==> config.mk <==
export PLATFORM = sky130hd
export DESIGN_NAME = idma_axi_b_collector
export DESIGN_NICKNAME = d
export VERILOG_FILES = /design/src/rtl/idma_axi_b_collector.sv
export SDC_FILE = /design/constraint.sdc
export NUM_CORES = 1
export LEC_CHECK = 0
export CORE_UTILIZATION = 61
export CTS_BUF_LIST = sky130_fd_sc_hd__clkbuf_4 sky130_fd_sc_hd__clkbuf_8 sky130_fd_sc_hd__clkbuf_16
export CTS_CLUSTER_SIZE = 24
export DETAILED_ROUTE_END_ITERATION = 8
export PLACE_DENSITY = 0.9
export SLEW_MARGIN = 20
export SYNTH_ARGS = -nofsm -noshare
export SYNTH_HDL_FRONTEND = slang
export SYNTH_SLANG_ARGS = --single-unit
export TNS_END_PERCENT = 20
==> constraint.sdc <==
create_clock -name clk_i -period 7.3 [get_ports clk_i]
set_input_delay 0.73 -clock clk_i [delete_from_list [all_inputs] [get_ports clk_i]]
set_output_delay 0.73 -clock clk_i [all_outputs]
set_load 0.02 [all_outputs]
==> src/rtl/idma_axi_b_collector.sv <==
// iDMA AXI backend write-response collector: matches in-order B responses against
// per-burst meta and emits one completion record per 1D transfer.
module idma_axi_b_collector #(
  parameter int NumOutstanding = 16,
  parameter int CntWidth       = 16
) (
  input  logic                              clk_i,
  input  logic                              rst_i,
  input  logic                              meta_valid_i,
  output logic                              meta_ready_o,
  input  logic                              meta_last_i,
  input  logic                              meta_super_last_i,
  input  logic                              b_valid_i,
  output logic                              b_ready_o,
  input  logic [1:0]                        b_resp_i,
  output logic                              rsp_valid_o,
  input  logic                              rsp_ready_i,
  output logic                              rsp_error_o,
  output logic [1:0]                        rsp_resp_o,
  output logic [CntWidth-1:0]               rsp_num_bursts_o,
  output logic                              rsp_super_last_o,
  output logic [$clog2(NumOutstanding):0]   outstanding_o,
  output logic                              busy_o
);
  localparam int PtrW = $clog2(NumOutstanding);

  logic [1:0]          mem [NumOutstanding];
  logic [PtrW-1:0]     wptr, rptr;
  logic [PtrW:0]       level;
  logic                full, nonempty, head_last, head_sl, push, pop;

  logic [CntWidth-1:0] acc_cnt, cnt_inc;
  logic                acc_err, err_nxt;
  logic [1:0]          acc_resp, resp_nxt;

  assign full      = level == (PtrW+1)'(NumOutstanding);
  assign nonempty  = level != '0;
  assign head_last = mem[rptr][1];
  assign head_sl   = mem[rptr][0];

  assign meta_ready_o = !full;
  assign b_ready_o    = nonempty & (!head_last | !rsp_valid_o | rsp_ready_i);
  assign push         = meta_valid_i & meta_ready_o;
  assign pop          = b_valid_i & b_ready_o;

  // Saturating count; only the first erroneous BRESP of a transfer is kept.
  assign cnt_inc  = (&acc_cnt) ? acc_cnt : acc_cnt + 1'b1;
  assign err_nxt  = acc_err | b_resp_i[1];
  assign resp_nxt = acc_err ? acc_resp : (b_resp_i[1] ? b_resp_i : 2'b00);

  assign outstanding_o = level;
  assign busy_o        = nonempty | (acc_cnt != '0) | rsp_valid_o;

  always_ff @(posedge clk_i) begin
    if (push) mem[wptr] <= {meta_last_i, meta_super_last_i};
  end

  always_ff @(posedge clk_i) begin
    if (rst_i) begin
      wptr             <= '0;
      rptr             <= '0;
      level            <= '0;
      acc_cnt          <= '0;
      acc_err          <= 1'b0;
      acc_resp         <= 2'b00;
      rsp_valid_o      <= 1'b0;
      rsp_error_o      <= 1'b0;
      rsp_resp_o       <= 2'b00;
      rsp_num_bursts_o <= '0;
      rsp_super_last_o <= 1'b0;
    end else begin
      if (push) wptr <= wptr + 1'b1;
      if (pop)  rptr <= rptr + 1'b1;
      case ({push, pop})
        2'b10:   level <= level + 1'b1;
        2'b01:   level <= level - 1'b1;
        default: level <= level;
      endcase
      if (pop && head_last) begin
        rsp_valid_o      <= 1'b1;
        rsp_error_o      <= err_nxt;
        rsp_resp_o       <= resp_nxt;
        rsp_num_bursts_o <= cnt_inc;
        rsp_super_last_o <= head_sl;
        acc_cnt          <= '0;
        acc_err          <= 1'b0;
        acc_resp         <= 2'b00;
      end else begin
        if (rsp_ready_i) rsp_valid_o <= 1'b0;
        if (pop) begin
          acc_cnt  <= cnt_inc;
          acc_err  <= err_nxt;
          acc_resp <= resp_nxt;
        end
      end
    end
  end
endmodule

# [Word level (Yosys, flattened, before mapping)]
# Memory sizes are Yosys's and may differ from the RTL's. A register that Yosys moved wholly into a read port is not among the register bits.
# Index checks and enable logic that the tools add are counted.
[op_classes] div=0 n_bitwise=8 n_lt_le_gt_ge=0 multipliers=0 mux=10 addsub=5 eq_ne=3 reduce_logical=10 shifts=0
[ops] cell="$add A16 B1 Y16 const B" count=1
[ops] cell="$mux W16" count=1
[ops] cell="$reduce_and A16 Y1" count=1
[ops] cell="$reduce_bool A16 Y1" count=1
[ops] cell="$pmux W5 S2" count=1
[ops] cell="$add A4 B1 Y4 const B" count=2
[ops] cell="$mux W4" count=2
[ops] cell="$add A5 B1 Y5 const B" count=1
[ops] cell="$eq A5 B5 Y1 const B" count=1
[ops] cell="$or A1 B1 Y1" count=5
[ops] cell="$reduce_bool A5 Y1" count=1
[ops] cell="$sub A5 B1 Y5 const B" count=1
[ops] cell="$mux W1" count=4
[ops] cell="$mux W2" count=2
[ops] cell="$reduce_bool A2 Y1" count=2
[ops] cell="$and A1 B1 Y1" count=3
[ops] cell="$logic_not A1 Y1" count=3
[ops] cell="$eq A2 B1 Y1 const B" count=1
[ops] cell="$eq A2 B2 Y1 const B" count=1
[ops] cell="$reduce_or A2 Y1" count=1
[ops] cell="$logic_and A1 B1 Y1" count=1
[word_totals] elab_cells=48 register_bits=53 inputBits=9 output_inout_bits=29 memories=1 mem_bits_ro=0 latch_bits=0 mem_bits_rw=32
[mem_list] memory="mem" depth=16 word_bits=2 read_ports=1 rd_clocked_by_memory_dff=1 wr=1 line_no="27" source="logic [1:0] mem [NumOutstanding];"

# [Longest topological paths before layout]
[depth] ltp_word=7 depth_mapped=17 mapped_depth_nobuf=14

# [Least setup slack after synthesis]
# Ideal clock, no wire load.
[synth_timing] path_kind="reg-to-reg" from="register level[1], in the netlist outstanding_o[1]" to="register level[4], in the netlist outstanding_o[4]" path_buffers=3 stages_incl_launch_ff=17 arrival_time_ps=3396 setup_ps=128 t_required_ps=7172 slack_ps=3776 period_less_slack_ps=3524 cell_sequence="dfxtp_1 clkbuf_1 or4_1 o21ai_1 a21o_1 inv_1 buf_4 ha_1 clkbuf_1 xor2_1 ha_1 or3b_2 a21oi_1 o21bai_1 a21oi_1 xnor2_1 nor2_1"
[synth_via] elab_chain_cells=5 word_cells_on_any_way=12 classes_between="add/sub (2); eq/ne (3); mux (1); bitwise (3); reduce/logical (3)"
[synth_rtl] item="start, declared" line_no="29" source="logic [PtrW:0] level;"
[synth_rtl] item="start signal, assigned" line_no="75" source="2'b10: level <= level + 1'b1;"
[synth_rtl] item="start signal, assigned" line_no="76" source="2'b01: level <= level - 1'b1;"
[synth_rtl] item="start signal, assigned" line_no="77" source="default: level <= level;"
[synth_rtl] item="$reduce_bool A5 Y1 / $eq A5 B5 Y1 (equally long branches)" line_no="37, 36"
[synth_rtl] item="$and A1 B1 Y1 / $logic_not A1 Y1 (equally long branches)" line_no="42, 41"
[synth_rtl] item="$and A1 B1 Y1, on equally long branches" line_no="44, 43"
[synth_rtl] item="$eq A2 B1 Y1 / $eq A2 B2 Y1 (equally long branches)" line_no="74" source="case ({push, pop})"
[synth_rtl] item="$pmux W5 S2 / $reduce_bool A2 Y1 (equally long branches)"
# Several ways; a longest one is shown, not always the timed one.
# A chain may end at the register's enable or synchronous reset.

==> flow_summary_export.csv <==
group,metric,value,unit
outcome,status,"finished, violations left",
outcome,violations,"DRC",
sta,drv_slew,0,
worst_hold_path,hp-start,"rsp_num_bursts_o[2]",
critical_path,r2r-end,"outstanding_o[4]",
floorplan,initial_core_util,64.0,%
routing,drt_iter0_markers,224,
logic_synthesis,ys_seq_area_share,51.1,%
critical_path,ff2ff_setup_slack,2.75,ns
clock_network,cts_root_buf,"clkbuf_8",
worst_hold_path,hold_class,"flip-flop to flip-flop",
routing,wl_per_cell,16.3,microns
logic_synthesis,synthArstFlopShare,0,%
critical_path,crit_type,"flip-flop to flip-flop",
sta,finalSetupTns,0,ns
logic_synthesis,ys_seq_elements,89,
final_layout,finalCoreUtilization,73.5,%
sta,skew,0.00876,ns
critical_path,worst_setup_path_start_kind,"flip-flop",
critical_path,endpoint_kind,"flip-flop",
grt,first_global_vias,2834,
floorplan,core_area,6420,sq um
final_layout,drive_above_1_share,7.71,%
flow_run,drv_cap,0,
grt,grt_max_degree,39,
clock_network,clock-sinks,89,
routing,drc,6,
critical_path,worstPathArrival,4.78,ns
clock_network,cts_tree,"done",
grt,overflow,0,
logic_synthesis,yosys_warnings,0,
power,p_sw,572,uW
final_layout,stdcell_count,505,
clock_network,cts_max_path_buffers,2,
clock_network,hold_buffers,0,
logic_synthesis,synth_flop_cell,"dfxtp_1",
sta,rsz0062_at_grt,"false",
critical_path,required,7.53,ns
logic_synthesis,synth_cells,401,
grt,grt.total_usage,25.1,%
logic_synthesis,syn_area,4110,sq um
floorplan,die_h,84.1,microns
sta,setup_viol,0,
worst_hold_path,whs_endpoint,"rsp_num_bursts_o[2]",
critical_path,reg2reg_depth,14,
routing,finalWirelength,8260,microns
sta,finalCritPeriodShare,62.3,%
placed_design,gp_congestion,0.877,
placed_design,dp_cells,489,
power,internal-power,1090,uW
clock_network,post_cts_buffers,0,
routing,post_drt_via_cell_ratio,6.01,
power,p_comb_share,36.2,%
power,max-vdd-ir-drop,0.000355,V
placed_design,io_buffers,37,
sta,hold_viol,0,
floorplan,ioPinCount,38,
floorplan,rows,29,
routing,ant_nets,0,
final_layout,areaGrowthSynthToFinish,14.9,%
clock_network,cts_max_level,3,
power,power.density,352,nW/um^2
clock_network,clkTransAtPathRegs,0.08,ns
final_layout,diodes,0,
sta,period_minus_slack,4.55,ns
power,total_leakage_power,0.00158,uW
logic_synthesis,syn-num-nets,420,
worst_hold_path,hold_path_depth,2,
power,swShare,34.4,%
routing,first_pass_iters,6,
grt,antenna_found_initial,0,
sta,slew_headroom,52.9,%
power,p_seq_share,39.0,%
sta,hold_ws,0.475,ns
floorplan,dieArea,7070,sq um
clock_network,post_cts_resized,0,
placed_design,dpl.hpwl,5560,microns
routing,dr_total_vias,3035,
logic_synthesis,synth.distinct_cells,51,
clock_network,clock_latency,0.36,ns
sta,tightest_slew,0.707,ns
power,pwr-share-clk,24.7,%
clock_network,numCtsBuffers,9,
floorplan,die_x,84.1,microns
final_layout,fin_nets,442,
critical_path,path_max_fanout,21,
logic_synthesis,synth_edf_count,32,
logic_synthesis,syn_avg_cell_area,10.2,sq um
grt,grt_pass1_wl,13900,microns
sta,max_freq,0.220,GHz
-- cells in the final DEF (no fill, tap or decap), drive strengths merged, types with 2 or more instances in the layout --
master	synthesis	routed
clkbuf	16	14
nand3	11	11
clkdlybuf4s50	0	37
edfxtp	32	32
or4	4	4
a311oi	3	3
a21o	3	3
mux4	7	7
mux2i	8	8
inv	9	9
mux2	6	6
a211oi	15	15
a21oi	27	27
dfxtp	57	57
buf	12	2
nand4	9	9
o21bai	3	3
nand2b	8	8
and4	2	2
nor4	6	6
o21ai	10	10
nor2b	5	5
nor3	6	6
or3b	2	2
xor2	13	13
or3	11	11
nor2	61	61
xnor2	8	8
ha	10	10
and2	2	2
nand2	20	20
o21a	2	2
-- worst max-delay path, stage by stage, from the launching register on --
cell,delay (ns)
dfxtp_1,0.67
mux4_1,0.34
nor2_1,0.05
o32ai_2,0.48
a21o_1,0.53
inv_1,0.43
ha_1,0.42
xor2_1,0.20
ha_1,0.25
or3b_2,0.45
a21oi_1,0.13
o21bai_1,0.10
a21oi_1,0.17
xnor2_1,0.14
nor2_1,0.06
-- registers in the layout, summed over array words and instances, names as in the netlist, named ones only --
signal            flops
rsp_resp_o            2
acc_cnt              16
acc_err               1
rsp_num_bursts_o     16
rsp_super_last_o      1
rsp_valid_o           1
mem                  32
rptr                  4
outstanding_o         5
acc_resp              2
wptr                  4
rsp_error_o           1
-- per-stage QoR --
| step | worst slack, ns | total power (uW) | area (sq um) |
|---|---|---|---|
| 2_1_floorplan | 3.78 | 1070 | 4110 |
| 3_3_place_gp | 2.93 | 1230 | 4460 |
| 3_5_place_dp | 2.79 | 1250 | 4460 |
| 4_1_cts | 2.74 | 1670 | 4720 |
| 5_1_grt | 2.38 | 1750 | 4720 |
| 6_report | 2.75 | 1660 | 4720 |
-- synth_stat cells (all sizes together) (3+ instances only) --
cell type,instances,share of area [%]
a211oi,15,2.7
a21o,3,0.55
a21oi,27,3.3
a311oi,3,0.64
buf,12,2.0
clkbuf,16,1.5
dfxtp,57,28
edfxtp,32,23
ha,10,3.0
inv,9,0.82
mux2,6,1.6
mux2i,8,1.9
mux4,7,3.9
nand2,20,1.8
nand2b,8,1.2
nand3,11,1.3
nand4,9,1.4
nor2,61,5.6
nor2b,5,0.76
nor3,6,0.73
nor4,6,0.91
o21ai,10,1.2
o21bai,3,0.55
or3,11,1.7
or4,4,0.73
xnor2,8,1.7
xor2,13,2.8
-- metal layers --
metal,up-vias,share of wire [%],global-route usage (%)
li1,1481,-,-
met1,1431,46,34.4
met2,107,47,39.9
met3,16,5.5,4.55
met4,0,1.6,9.25
met5,-,0,0
-- logic make-up after synthesis --
group                    synth area share, %
AND/OR/NAND/NOR                         18.8
flip-flops                              51.1
AO/OA/AOI/OAI                           10.7
buffers and inverters                   4.26
XOR/XNOR                                4.47
multiplexers                            7.52
adder cells (fa/ha/maj)                 3.04
-- power by group through the flow --
stage                     clock network, uW  logic [uW]  registers [uW]
after global placement                    0         578             655
after CTS                               413         603             649
after global routing                    437         651             662
after detailed placement                  0         591             660
after floorplan                           0         384             688
final                                   411         602             649
-- area by class of cell --
| type | count | area, sq um |
|---|---|---|
| clock buffers | 14 | 231 |
| clock inverters | 2 | 35.0 |
| fillers | 413 | 1700 |
| inverters | 9 | 33.8 |
| multi-input cells | 275 | 1840 |
| flip-flops and latches | 89 | 2100 |
| well taps | 77 | 96.3 |
| repair buffers | 39 | 385 |
-- how the worst max path moves through the flow --
stage / to / slack [ns] / depth (start not counted)
5_1_grt: outstanding_o[4] / 2.38 / 14
6_report: outstanding_o[4] / 2.75 / 14
3_3_place_gp: outstanding_o[4] / 2.93 / 13
3_5_place_dp: outstanding_o[4] / 2.79 / 13
2_1_floorplan: outstanding_o[4] / 3.78 / 16
4_1_cts: outstanding_o[4] / 2.74 / 14
Note: power is estimated with default switching activity, not from simulation.
